==> src/rtl/shared_mem_arbiter_if.sv <==
// rtl/shared_mem_arbiter_if.sv - requester-side bus of the shared memory arbiter
interface shared_mem_arbiter_if #(
  parameter int NUM_REQ    = 16,
  parameter int DATA_WIDTH = 16,
  parameter int ADDR_WIDTH = 16
);
  logic [NUM_REQ-1:0]            req;
  logic [NUM_REQ-1:0]            req_wren;
  logic [NUM_REQ-1:0]            req_lock;
  logic [NUM_REQ*ADDR_WIDTH-1:0] req_addr;
  logic [NUM_REQ*DATA_WIDTH-1:0] req_wdata;
  logic [NUM_REQ-1:0]            grant_oh;
  logic [NUM_REQ-1:0]            rvalid_oh;
  logic [DATA_WIDTH-1:0]         rdata;

  // Requester array side
  modport master (
    output req, req_wren, req_lock, req_addr, req_wdata,
    input  grant_oh, rvalid_oh, rdata
  );

  // Arbiter side
  modport slave (
    input  req, req_wren, req_lock, req_addr, req_wdata,
    output grant_oh, rvalid_oh, rdata
  );
endinterface

==> src/rtl/shared_mem_arbiter.sv <==
// rtl/shared_mem_arbiter.sv - round-robin arbiter onto shared SRAM and device window (optional MEM_PORT_LOCK_EN)
module shared_mem_arbiter #(
  parameter int NUM_REQ    = 16,
  parameter int DATA_WIDTH = 16,
  parameter int ADDR_WIDTH = 16,
  parameter int GMEM_AW    = 10,
  parameter int DEV_AW     = 10,
  parameter logic [ADDR_WIDTH-DEV_AW-1:0] DEV_PREFIX = 6'h3F
) (
  input  logic                       clk,
  input  logic                       reset,
  shared_mem_arbiter_if.slave        bus,
  output logic [GMEM_AW-1:0]         gmem_addr,
  output logic                       gmem_we,
  output logic [DATA_WIDTH-1:0]      gmem_wdata,
  input  logic [DATA_WIDTH-1:0]      gmem_q,
  output logic                       device_read_en,
  output logic                       device_write_en,
  output logic [DEV_AW-1:0]          device_addr,
  output logic [DATA_WIDTH-1:0]      device_data_out,
  input  logic [DATA_WIDTH-1:0]      device_data_in,
  input  logic                       device_ready,
  output logic [$clog2(NUM_REQ)-1:0] device_core_id
);

  localparam int IDW = $clog2(NUM_REQ);

  typedef enum logic [0:0] {ARB, DEV_WAIT} state_t;

  state_t                 state_q, state_d;
  logic [IDW-1:0]         ptr_q, ptr_d;
  logic [IDW-1:0]         owner_q, owner_d;
  logic                   hold_rd_q, hold_rd_d;
  logic                   hold_wr_q, hold_wr_d;
  logic [DEV_AW-1:0]      hold_addr_q, hold_addr_d;
  logic [DATA_WIDTH-1:0]  hold_data_q, hold_data_d;
  logic [NUM_REQ-1:0]     rvalid_q, rvalid_d;
  logic                   rd_dev_q, rd_dev_d;
  logic [DATA_WIDTH-1:0]  dev_rdata_q, dev_rdata_d;

  logic [NUM_REQ-1:0]     eligible;
  logic                   lock_active;
  logic                   win_found;
  logic [IDW-1:0]         win_idx;
  logic [IDW-1:0]         cand;
  logic [NUM_REQ-1:0]     win_oh;
  logic [ADDR_WIDTH-1:0]  win_addr;
  logic [DATA_WIDTH-1:0]  win_wdata;
  logic                   win_wren;
  logic                   win_dev;
  logic                   arb_sel;
  logic [NUM_REQ-1:0]     grant;
  logic                   complete;
  logic [IDW-1:0]         done_idx;

  // Binary id of a one-hot vector built by OR-ing indices, no priority chain
  function automatic logic [IDW-1:0] oh2bin(input logic [NUM_REQ-1:0] oh);
    logic [IDW-1:0] b;
    b = '0;
    for (int i = 0; i < NUM_REQ; i++) begin
      if (oh[i]) b = b | IDW'(i);
    end
    return b;
  endfunction

  // Round-robin successor of an index, wrapping for non-power-of-two counts
  function automatic logic [IDW-1:0] next_idx(input logic [IDW-1:0] i);
    if (i == IDW'(NUM_REQ - 1)) return '0;
    return i + 1'b1;
  endfunction

  // Pick the first eligible requester at or after the pointer
  always_comb begin
    win_found = 1'b0;
    win_idx   = '0;
    cand      = '0;
    for (int k = 0; k < NUM_REQ; k++) begin
      cand = IDW'((int'(ptr_q) + k) % NUM_REQ);
      if (!win_found && eligible[cand]) begin
        win_found = 1'b1;
        win_idx   = cand;
      end
    end
  end

  assign win_oh    = win_found ? (NUM_REQ'(1) << win_idx) : '0;
  assign win_addr  = bus.req_addr[win_idx*ADDR_WIDTH +: ADDR_WIDTH];
  assign win_wdata = bus.req_wdata[win_idx*DATA_WIDTH +: DATA_WIDTH];
  assign win_wren  = bus.req_wren[win_idx];
  assign win_dev   = (win_addr[ADDR_WIDTH-1:DEV_AW] == DEV_PREFIX);
  assign arb_sel   = (state_q == ARB) && !reset && win_found;

  // Access sequencing: grant/strobe generation and next-state computation
  always_comb begin
    state_d         = state_q;
    ptr_d           = ptr_q;
    owner_d         = owner_q;
    hold_rd_d       = hold_rd_q;
    hold_wr_d       = hold_wr_q;
    hold_addr_d     = hold_addr_q;
    hold_data_d     = hold_data_q;
    rvalid_d        = '0;
    rd_dev_d        = rd_dev_q;
    dev_rdata_d     = dev_rdata_q;
    complete        = 1'b0;
    done_idx        = win_idx;
    grant           = '0;
    gmem_we         = 1'b0;
    gmem_addr       = win_addr[GMEM_AW-1:0];
    gmem_wdata      = win_wdata;
    device_read_en  = 1'b0;
    device_write_en = 1'b0;
    device_addr     = win_addr[DEV_AW-1:0];
    device_data_out = win_wdata;
    device_core_id  = '0;
    case (state_q)
      ARB: begin
        if (arb_sel) begin
          device_core_id = oh2bin(win_oh);
          if (win_dev) begin
            device_read_en  = !win_wren;
            device_write_en = win_wren;
          end else begin
            gmem_we = win_wren;
          end
          if (!win_dev || device_ready) begin
            grant    = win_oh;
            complete = 1'b1;
            done_idx = win_idx;
            if (!win_wren) begin
              rvalid_d = win_oh;
              rd_dev_d = win_dev;
            end
            if (win_dev) dev_rdata_d = device_data_in;
          end else begin
            // Device stalled: freeze the access so strobes stay stable while waiting
            state_d     = DEV_WAIT;
            owner_d     = win_idx;
            hold_rd_d   = !win_wren;
            hold_wr_d   = win_wren;
            hold_addr_d = win_addr[DEV_AW-1:0];
            hold_data_d = win_wdata;
          end
        end
      end
      DEV_WAIT: begin
        device_read_en  = hold_rd_q;
        device_write_en = hold_wr_q;
        device_addr     = hold_addr_q;
        device_data_out = hold_data_q;
        device_core_id  = owner_q;
        if (device_ready && !reset) begin
          grant       = NUM_REQ'(1) << owner_q;
          complete    = 1'b1;
          done_idx    = owner_q;
          dev_rdata_d = device_data_in;
          if (hold_rd_q) begin
            rvalid_d = NUM_REQ'(1) << owner_q;
            rd_dev_d = 1'b1;
          end
          state_d = ARB;
        end
      end
      default: state_d = ARB;
    endcase
    if (complete && !lock_active) ptr_d = next_idx(done_idx);
  end

  // Sequencer state, pointer and read-return registers
  always_ff @(posedge clk) begin
    if (reset) begin
      state_q     <= ARB;
      ptr_q       <= '0;
      owner_q     <= '0;
      hold_rd_q   <= 1'b0;
      hold_wr_q   <= 1'b0;
      hold_addr_q <= '0;
      hold_data_q <= '0;
      rvalid_q    <= '0;
      rd_dev_q    <= 1'b0;
      dev_rdata_q <= '0;
    end else begin
      state_q     <= state_d;
      ptr_q       <= ptr_d;
      owner_q     <= owner_d;
      hold_rd_q   <= hold_rd_d;
      hold_wr_q   <= hold_wr_d;
      hold_addr_q <= hold_addr_d;
      hold_data_q <= hold_data_d;
      rvalid_q    <= rvalid_d;
      rd_dev_q    <= rd_dev_d;
      dev_rdata_q <= dev_rdata_d;
    end
  end

  // SRAM data arrives a cycle after its address, so it is routed straight through;
  // device data was captured in the completion cycle
  assign bus.grant_oh  = grant;
  assign bus.rvalid_oh = rvalid_q;
  assign bus.rdata     = (|rvalid_q) ? (rd_dev_q ? dev_rdata_q : gmem_q) : '0;

`ifdef MEM_PORT_LOCK_EN
  logic           lock_valid_q, lock_valid_d;
  logic [IDW-1:0] lock_owner_q, lock_owner_d;

  assign lock_active = lock_valid_q;
  assign eligible    = lock_valid_q ? (bus.req & (NUM_REQ'(1) << lock_owner_q)) : bus.req;

  // Lock ownership: taken on a locked completion, released by an unlocked completion or a req gap
  always_comb begin
    lock_valid_d = lock_valid_q;
    lock_owner_d = lock_owner_q;
    if ((state_q == ARB) && !reset && lock_valid_q && !bus.req[lock_owner_q]) begin
      lock_valid_d = 1'b0;
    end
    if (complete) begin
      lock_valid_d = bus.req_lock[done_idx];
      lock_owner_d = done_idx;
    end
  end

  // Lock ownership registers
  always_ff @(posedge clk) begin
    if (reset) begin
      lock_valid_q <= 1'b0;
      lock_owner_q <= '0;
    end else begin
      lock_valid_q <= lock_valid_d;
      lock_owner_q <= lock_owner_d;
    end
  end
`else
  logic unused_lock;

  assign lock_active = 1'b0;
  assign eligible    = bus.req;
  assign unused_lock = ^bus.req_lock;
`endif

endmodule
==> src/flat_wrapper.sv <==
// flat-port wrapper written by rule: the top's interface ports become plain ports
module shared_mem_arbiter_flat 
#(
  parameter int NUM_REQ    = 16,
  parameter int DATA_WIDTH = 16,
  parameter int ADDR_WIDTH = 16,
  parameter int GMEM_AW    = 10,
  parameter int DEV_AW     = 10,
  parameter logic [ADDR_WIDTH-DEV_AW-1:0] DEV_PREFIX = 6'h3F
)
  (clk, reset, gmem_addr, gmem_we, gmem_wdata, gmem_q, device_read_en, device_write_en, device_addr, device_data_out, device_data_in, device_ready, device_core_id, bus_req, bus_req_wren, bus_req_lock, bus_req_addr, bus_req_wdata, bus_grant_oh, bus_rvalid_oh, bus_rdata);
  shared_mem_arbiter_if #(.NUM_REQ(NUM_REQ), .DATA_WIDTH(DATA_WIDTH), .ADDR_WIDTH(ADDR_WIDTH)) bus_i ();
  input  logic clk;
  input  logic reset;
  output logic [GMEM_AW-1:0] gmem_addr;
  output logic gmem_we;
  output logic [DATA_WIDTH-1:0] gmem_wdata;
  input  logic [DATA_WIDTH-1:0] gmem_q;
  output logic device_read_en;
  output logic device_write_en;
  output logic [DEV_AW-1:0] device_addr;
  output logic [DATA_WIDTH-1:0] device_data_out;
  input  logic [DATA_WIDTH-1:0] device_data_in;
  input  logic device_ready;
  output logic [$clog2(NUM_REQ)-1:0] device_core_id;
  input wire logic [$bits(bus_i.req)-1:0] bus_req;
  input wire logic [$bits(bus_i.req_wren)-1:0] bus_req_wren;
  input wire logic [$bits(bus_i.req_lock)-1:0] bus_req_lock;
  input wire logic [$bits(bus_i.req_addr)-1:0] bus_req_addr;
  input wire logic [$bits(bus_i.req_wdata)-1:0] bus_req_wdata;
  output wire logic [$bits(bus_i.grant_oh)-1:0] bus_grant_oh;
  output wire logic [$bits(bus_i.rvalid_oh)-1:0] bus_rvalid_oh;
  output wire logic [$bits(bus_i.rdata)-1:0] bus_rdata;
  assign bus_i.req = bus_req;
  assign bus_i.req_wren = bus_req_wren;
  assign bus_i.req_lock = bus_req_lock;
  assign bus_i.req_addr = bus_req_addr;
  assign bus_i.req_wdata = bus_req_wdata;
  assign bus_grant_oh = bus_i.grant_oh;
  assign bus_rvalid_oh = bus_i.rvalid_oh;
  assign bus_rdata = bus_i.rdata;
  shared_mem_arbiter #(.NUM_REQ(NUM_REQ), .DATA_WIDTH(DATA_WIDTH), .ADDR_WIDTH(ADDR_WIDTH), .GMEM_AW(GMEM_AW), .DEV_AW(DEV_AW), .DEV_PREFIX(DEV_PREFIX)) u_core (.clk(clk), .reset(reset), .bus(bus_i), .gmem_addr(gmem_addr), .gmem_we(gmem_we), .gmem_wdata(gmem_wdata), .gmem_q(gmem_q), .device_read_en(device_read_en), .device_write_en(device_write_en), .device_addr(device_addr), .device_data_out(device_data_out), .device_data_in(device_data_in), .device_ready(device_ready), .device_core_id(device_core_id));
endmodule
==> config.mk <==
export PLATFORM = sky130hd
export DESIGN_NAME = shared_mem_arbiter_flat
export DESIGN_NICKNAME = d
export VERILOG_FILES = /design/src/rtl/shared_mem_arbiter_if.sv /design/src/rtl/shared_mem_arbiter.sv /design/src/flat_wrapper.sv
export SDC_FILE = /design/constraint.sdc
export NUM_CORES = 1
export LEC_CHECK = 0
export ABC_AREA = 1
export CAP_MARGIN = 40
export CORE_AREA = 3 3 271 273
export CTS_CLUSTER_SIZE = 16
export DETAILED_ROUTE_END_ITERATION = 12
export DIE_AREA = 0 0 274 276
export PLACE_DENSITY = 0.35
export SETUP_SLACK_MARGIN = 0.2
export SYNTH_ARGS = -nofsm -noshare
export SYNTH_HDL_FRONTEND = slang
export SYNTH_SLANG_ARGS = --single-unit
==> constraint.sdc <==
create_clock -name clk -period 5.8 [get_ports clk]
set_input_delay 1.16 -clock clk [delete_from_list [all_inputs] [get_ports clk]]
set_output_delay 1.16 -clock clk [all_outputs]
set_load 0.005 [all_outputs]
==> reports/metrics.yaml, run 1 <==
grt:
  grt_pass1_vias: 17198
  antenna_found_initial: 22
  grt_max_degree: 51
  grt_usage_pct: 22.4
  grt-ovfl-total: 0
  grt_pass1_wl_um: 123000
critical_path:
  cp.required_ns: 4.64
  critical-path-top-delay-family: "buffers and inverters"
  setup.worst_path.start_class: "primary input"
  end_kind: "output port"
  timing.rr.start: "u_core.ptr_q[1]$_SDFFE_PP0P_"
  crit_buf_inv: 15
  cpPeakStageDelay_ns: 0.34
  arrival_ns: 4.98
  cp_common_cell: "buf_6"
  cp-startpoint: "bus_req[8]"
  crit_fanout: 5
  slowest_stage: "o211ai_1"
  critical_path_class: "primary input to output port"
placed_design:
  place_congestion: 0.924
  dp_cells: 3494
  dp_hpwl_um: 72000
  port_buffers: 685
floorplan:
  rows: 98
  die_w_um: 274
  design.die.area_sq_um: 75600
  die_h_um: 276
  core_sq_um: 71400
  start_util_pct: 12.8
  pin_count: 702
routing:
  vias: 16350
  wire_per_inst_um: 24.1
  antenna_left: 0
  first_pass_iters: 5
  drt-total-wl_um: 89600
  drc_errors: 0
  first_iter_violations: 769
  viasPerCell: 4.40
cells_and_area:
  final_cell_mix: "clkdlybuf4s50_1 (597), nand2_1 (466), buf_4 (252)"
  layout.nets: 3351
  finalNonFillerCells: 3713
  syn_to_final_growth_pct: 162
  drive_gt1_share_pct: 35.8
  fillers: 7809
  final_common_cell: "clkdlybuf4s50_1"
clock_network:
  root_buffer: "clkbuf_16"
  h-tree-depth: 3
  worst_skew_pair.late_latency_ns: 0.35
  cts.sinks: 70
  numCtsBuffers: 9
  clk_pin_slew_worst_paths_ns: 0.06
  postCtsHoldBufs: 0
  cts_tree: "built"
  cts_buffer_depth: 2
timing:
  hold_viol: 0
  maxSlewHeadroom_pct: 40.9
  drv_slew: 0
  setup_viol: 68
  fin_skew_ns: 0.0119
  tightest_slew_ns: 0.880
  finalCritPeriodShare_pct: 106
  fin_tns_setup_ns: -10.70
  rsz0062_at_grt: "yes"
  fmax_mhz: 163
  setup_slack_ns: -0.342
  min_period_ns: 6.14
synthesis:
  async_reset_ff_share_pct: 0
  synth_area_sq_um: 9110
  netlist_instances: 1705
  synthTopCellsByArea: "nand2_1 (27%), dfxtp_1 (15%), nand3_1 (9.9%)"
  yosysTopAreaCellShare_pct: 26.7
  synth_seq_cells: 70
  postSynthAreaPerCell_sq_um: 5.34
  synth_top_area_cell: "nand2_1"
  synthesis.nets: 2308
  ys_seq_area_share_pct: 15.4
  ys.flop_type: "dfxtp_1"
  yosys_warnings: 0
  synth_edf_count: 0
  synth.distinct_cells: 46
min_path:
  min_from: "u_core.hold_rd_q$_SDFFE_PP0P_"
  hold_path_class: "flip-flop to flip-flop"
outcome:
  failed_checks: "setup timing"
  status: "complete, but fails checks"
run:
  drv_cap: 0
==> synthesized netlist by cell type, types with 8 or more instances <==
cell type	n
nand2_2	8
o21ai_0	83
o22ai_1	21
ha_1	8
a22oi_1	54
nor2_1	177
a41oi_1	24
buf_2	41
nand4_1	78
o211ai_1	21
nand2_1	649
dfxtp_1	70
nand3_1	180
inv_2	10
nor3_1	26
o21ai_1	17
inv_1	78
clkbuf_1	44
a21oi_1	37
a31oi_1	9
buf_1	10
==> kinds of logic (layout without fill, tap and decap cells) <==
kind of cell               count (synthesis)  in the layout  synth area share, %
and+or+nand+nor                         1145           1145                 54.2
AOI/OAI and AO/OA                        274            274                 18.8
xor gates and xnor gates                   8              8                0.852
DFF                                       70             70                 15.4
other                                      0             13                    0
buffers and inverters                    200           1245                 9.63
adders and majority gates                  8              8                 1.10
==> final timing paths <==
kind / endpoint / slack, ns / cells after the start
max: device_addr[4] / -0.34 / 31
min: u_core.hold_rd_q$_SDFFE_PP0P_ / 0.48 / 2
max reg2reg: u_core.hold_data_q[6]$_SDFFE_PP0P_ / 1.03 / 37
min reg2reg: u_core.hold_rd_q$_SDFFE_PP0P_ / 0.48 / 2
==> tightest hold or removal path, delay by kind of cell, from the launching register on <==
family,cells,cell delay (ns)
AO/OA/AOI/OAI,1,0.05
AND/OR/NAND/NOR,1,0.07
flip-flops,1,0.32
==> cell type report <==
class / instances / area [sq um] / share of cell area, %
timing repair buffer: 1138 / 11800 / 49.5
multi-input combinational: 1435 / 8760 / 36.7
sequential: 70 / 1410 / 5.88
tap: 950 / 1190 / 4.97
inverter: 92 / 393 / 1.64
clock buffer: 12 / 256 / 1.07
antenna: 13 / 32.5 / 0.136
timing repair inverter: 2 / 18.8 / 0.0786
clock inverter: 1 / 7.51 / 0.0314
==> metrics by stage <==
step | instance area [sq um] | hold slack [ns] | setup slack, ns | utilization [%]
after CTS | 22200 | 0.481 | -0.367 | 31.2
after global placement | 18900 | 0.445 | -1.49 | 26.5
after global routing | 23900 | 0.496 | -0.472 | 33.5
after detailed placement | 18900 | 0.448 | -1.42 | 26.5
final | 23900 | 0.478 | -0.342 | 33.5
after floorplan | 9110 | 0.431 | 0.443 | -
==> what timing repair did <==
action / CTS / global route
setup endpoints to repair: 75 / 75
buffers inserted: 121 / 51
gates resized for setup: 856 / 304
cloned: 16 / 5
pin swaps: 150 / 186
==> flip-flops by register name (all words and copies together) (netlist names) <==
register / flops
u_core.bus.rvalid_oh: 16
u_core.dev_rdata_q: 16
u_core.hold_addr_q: 10
u_core.hold_data_q: 16
u_core.hold_rd_q: 1
u_core.hold_wr_q: 1
u_core.owner_q: 4
u_core.ptr_q: 4
u_core.rd_dev_q: 1
u_core.state_q: 1
==> layer usage <==
metal / wire (um) / track usage (%) / vias to the layer above / part of all wire, %
met5: 34 / 0 / - / 0.038
met2: 48900 / 44.1 / 551 / 55
li1: - / - / 7878 / -
met3: 4600 / 3.72 / 110 / 5.1
met1: 33100 / 24.1 / 7807 / 37
met4: 2920 / 6.79 / 4 / 3.3
Power of run 1 is left out: the tool's default activity adds up to more than one toggle a clock period on the data nets, which glitch-free logic cannot reach.
==> run 2, diff against run 1 <==
Settings changed: CAP_MARGIN 40 to 5, CORE_AREA 3 3 271 273 to 3 3 276 278, DIE_AREA 0 0 274 276 to 0 0 279 281, PLACE_DENSITY 0.35 to 0.34.
Clock period 5.8 ns to 7.5 ns, I/O delays scaled along.
==> run 2 against run 1 <==
  * The flow now finishes without violations
  * Highest routed layer unchanged
  * Utilization decreased by 5.8 points
  * First-iteration DRC count increased by 6.1%
  * Clock skew decreased by 0.0024 ns
==> reports/metrics.yaml, run 2 (synthesis results as in run 1) <==
outcome:
  status: "finished clean"
floorplan:
  die_w_um: 279  # +1.8%
  core_sq_um: 74200  # +4.0%
  start_util_pct: 12.3  # -0.49 points
  design.die.area_sq_um: 78400  # +3.7%
  pin_count: 702  # unchanged
  die_h_um: 281  # +1.8%
  rows: 100  # +2.0%
routing:
  antenna_left: 0  # unchanged
  drc_errors: 0  # unchanged
  wire_per_inst_um: 24.0  # -0.48%
  viasPerCell: 4.35  # -1.3%
  first_iter_violations: 816  # +6.1%
  first_pass_iters: 5  # unchanged
  vias: 15591  # -4.6%
  drt-total-wl_um: 86100  # -3.9%
clock_network:
  cts_buffer_depth: 2  # unchanged
  cts.sinks: 70  # unchanged
  worst_skew_pair.late_latency_ns: 0.34  # about the same
  cts_tree: "built"
  numCtsBuffers: 9  # unchanged
  h-tree-depth: 3  # unchanged
  clk_pin_slew_worst_paths_ns: 0.06  # about the same
  root_buffer: "clkbuf_16"
  postCtsHoldBufs: 0  # unchanged
placed_design:
  place_congestion: 0.911  # -1.4%
  dp_slack_ns: -0.740  # +0.677 ns
  port_buffers: 685  # unchanged
  dp_hpwl_um: 73100  # +1.5%
  dpl_cell_area_sq_um: 18900  # about the same
critical_path:
  cp.required_ns: 6.00  # +1.36 ns
  setup.worst_path.start_class: "primary input"
  slowest_stage: "o21ai_0"
  arrival_ns: 5.66  # +0.68 ns
  end_kind: "output port"
  cpPeakStageDelay_ns: 0.58  # +0.24 ns
  crit_fanout: 7  # +2
  critical_path_class: "primary input to output port"
  cp_common_cell: "buf_4"
cells_and_area:
  final_common_cell: "clkdlybuf4s50_1"
  final_area_sq_um: 20500  # -14%
  drive_gt1_share_pct: 20.8  # -15 points
  fin_util_pct: 27.7  # -5.8 points
  fillers: 8282  # +6.1%
  final_cell_mix: "clkdlybuf4s50_1 (608), nand2_1 (605), buf_4 (251)"
  multi_input_area_sq_um: 7590  # -13%
  syn_to_final_growth_pct: 125
  regArea_sq_um: 1400  # -0.27%
  layout.nets: 3200  # -4.5%
timing:
  holdWs_ns: 0.449  # -0.0292 ns
  fin_skew_ns: 0.00957  # -0.00235 ns
  rsz0062_at_grt: "yes"
  finalCritPeriodShare_pct: 95.5
  hold_viol: 0  # unchanged
  drv_slew: 0  # unchanged
  maxSlewHeadroom_pct: 22.5  # -18 points
  min_period_ns: 7.16
  fmax_mhz: 140
  tightest_slew_ns: 1.16  # +0.279 ns
  setup_slack_ns: 0.337  # +0.678 ns
  setup_viol: 0  # -100%
grt:
  grt-ovfl-total: 0  # unchanged
  grt_pass1_vias: 16099  # -6.4%
  grt_usage_pct: 20.9  # -1.5 points
  antenna_found_initial: 33  # +50%
  grt_max_degree: 52  # +2.0%
  grt_pass1_wl_um: 118000  # -3.8%
min_path:
  hold_path_class: "flip-flop to flip-flop"
run:
  drv_cap: 0  # unchanged
run 2: final cells by class:
class | instances | share of cell area [%]
diodes | 15 | 0.183
clock buffers | 13 | 1.27
clock inverters | 3 | 0.207
inverters | 92 | 1.83
multi-input cells | 1435 | 37.0
flip-flops and latches | 70 | 6.82
well taps | 969 | 5.90
repair buffers | 989 | 46.8
run 2: worst max-delay path, delay by kind of cell:
| family | cells | cell delay [ns] |
|---|---|---|
| buffers and inverters | 13 | 1.95 |
| and+or+nand+nor | 12 | 1.08 |
| AOI/OAI and AO/OA | 3 | 1.08 |
run 2: final timing paths:
check | startpoint | endpoint | slack [ns] | depth (start not counted)
worst max-delay path | bus_req[7] | device_addr[3] | 0.34 | 28
worst min-delay path | u_core.hold_wr_q$_SDFFE_PP0P_ | u_core.hold_wr_q$_SDFFE_PP0P_ | 0.45 | 2
worst max register to register | u_core.ptr_q[0]$_SDFFE_PP0P_ | u_core.dev_rdata_q[1]$_SDFFE_PP0P_ | 2.11 | 37
worst min register to register | u_core.hold_wr_q$_SDFFE_PP0P_ | u_core.hold_wr_q$_SDFFE_PP0P_ | 0.45 | 2
run 2: repair_timing:
| item | 4_1_cts | 5_1_grt |
|---|---|---|
| setup endpoints to repair | 73 | 71 |
| cloned | 7 | 0 |
| pin swaps | 72 | 47 |
| buffers inserted | 36 | 3 |
| resized for setup | 243 | 115 |
run 2: layer usage:
metal | up-vias | global-route usage, % | share of wire (%)
li1 | 7567 | - | -
met1 | 7341 | 22.6 | 38
met2 | 584 | 41.2 | 54
met3 | 91 | 3.56 | 5.0
met4 | 8 | 6.61 | 3.1
met5 | - | 0 | 0.071
run 2: stage by stage:
stage | setup TNS (ns) | cells
after global routing | 0 | 3585
after CTS | 0 | 3568
after detailed placement | -35.24 | 3509
after global placement | -37.38 | 3509
after floorplan | 0 | 1705
final | 0 | 3586
Power of run 2 is left out for the same reason.
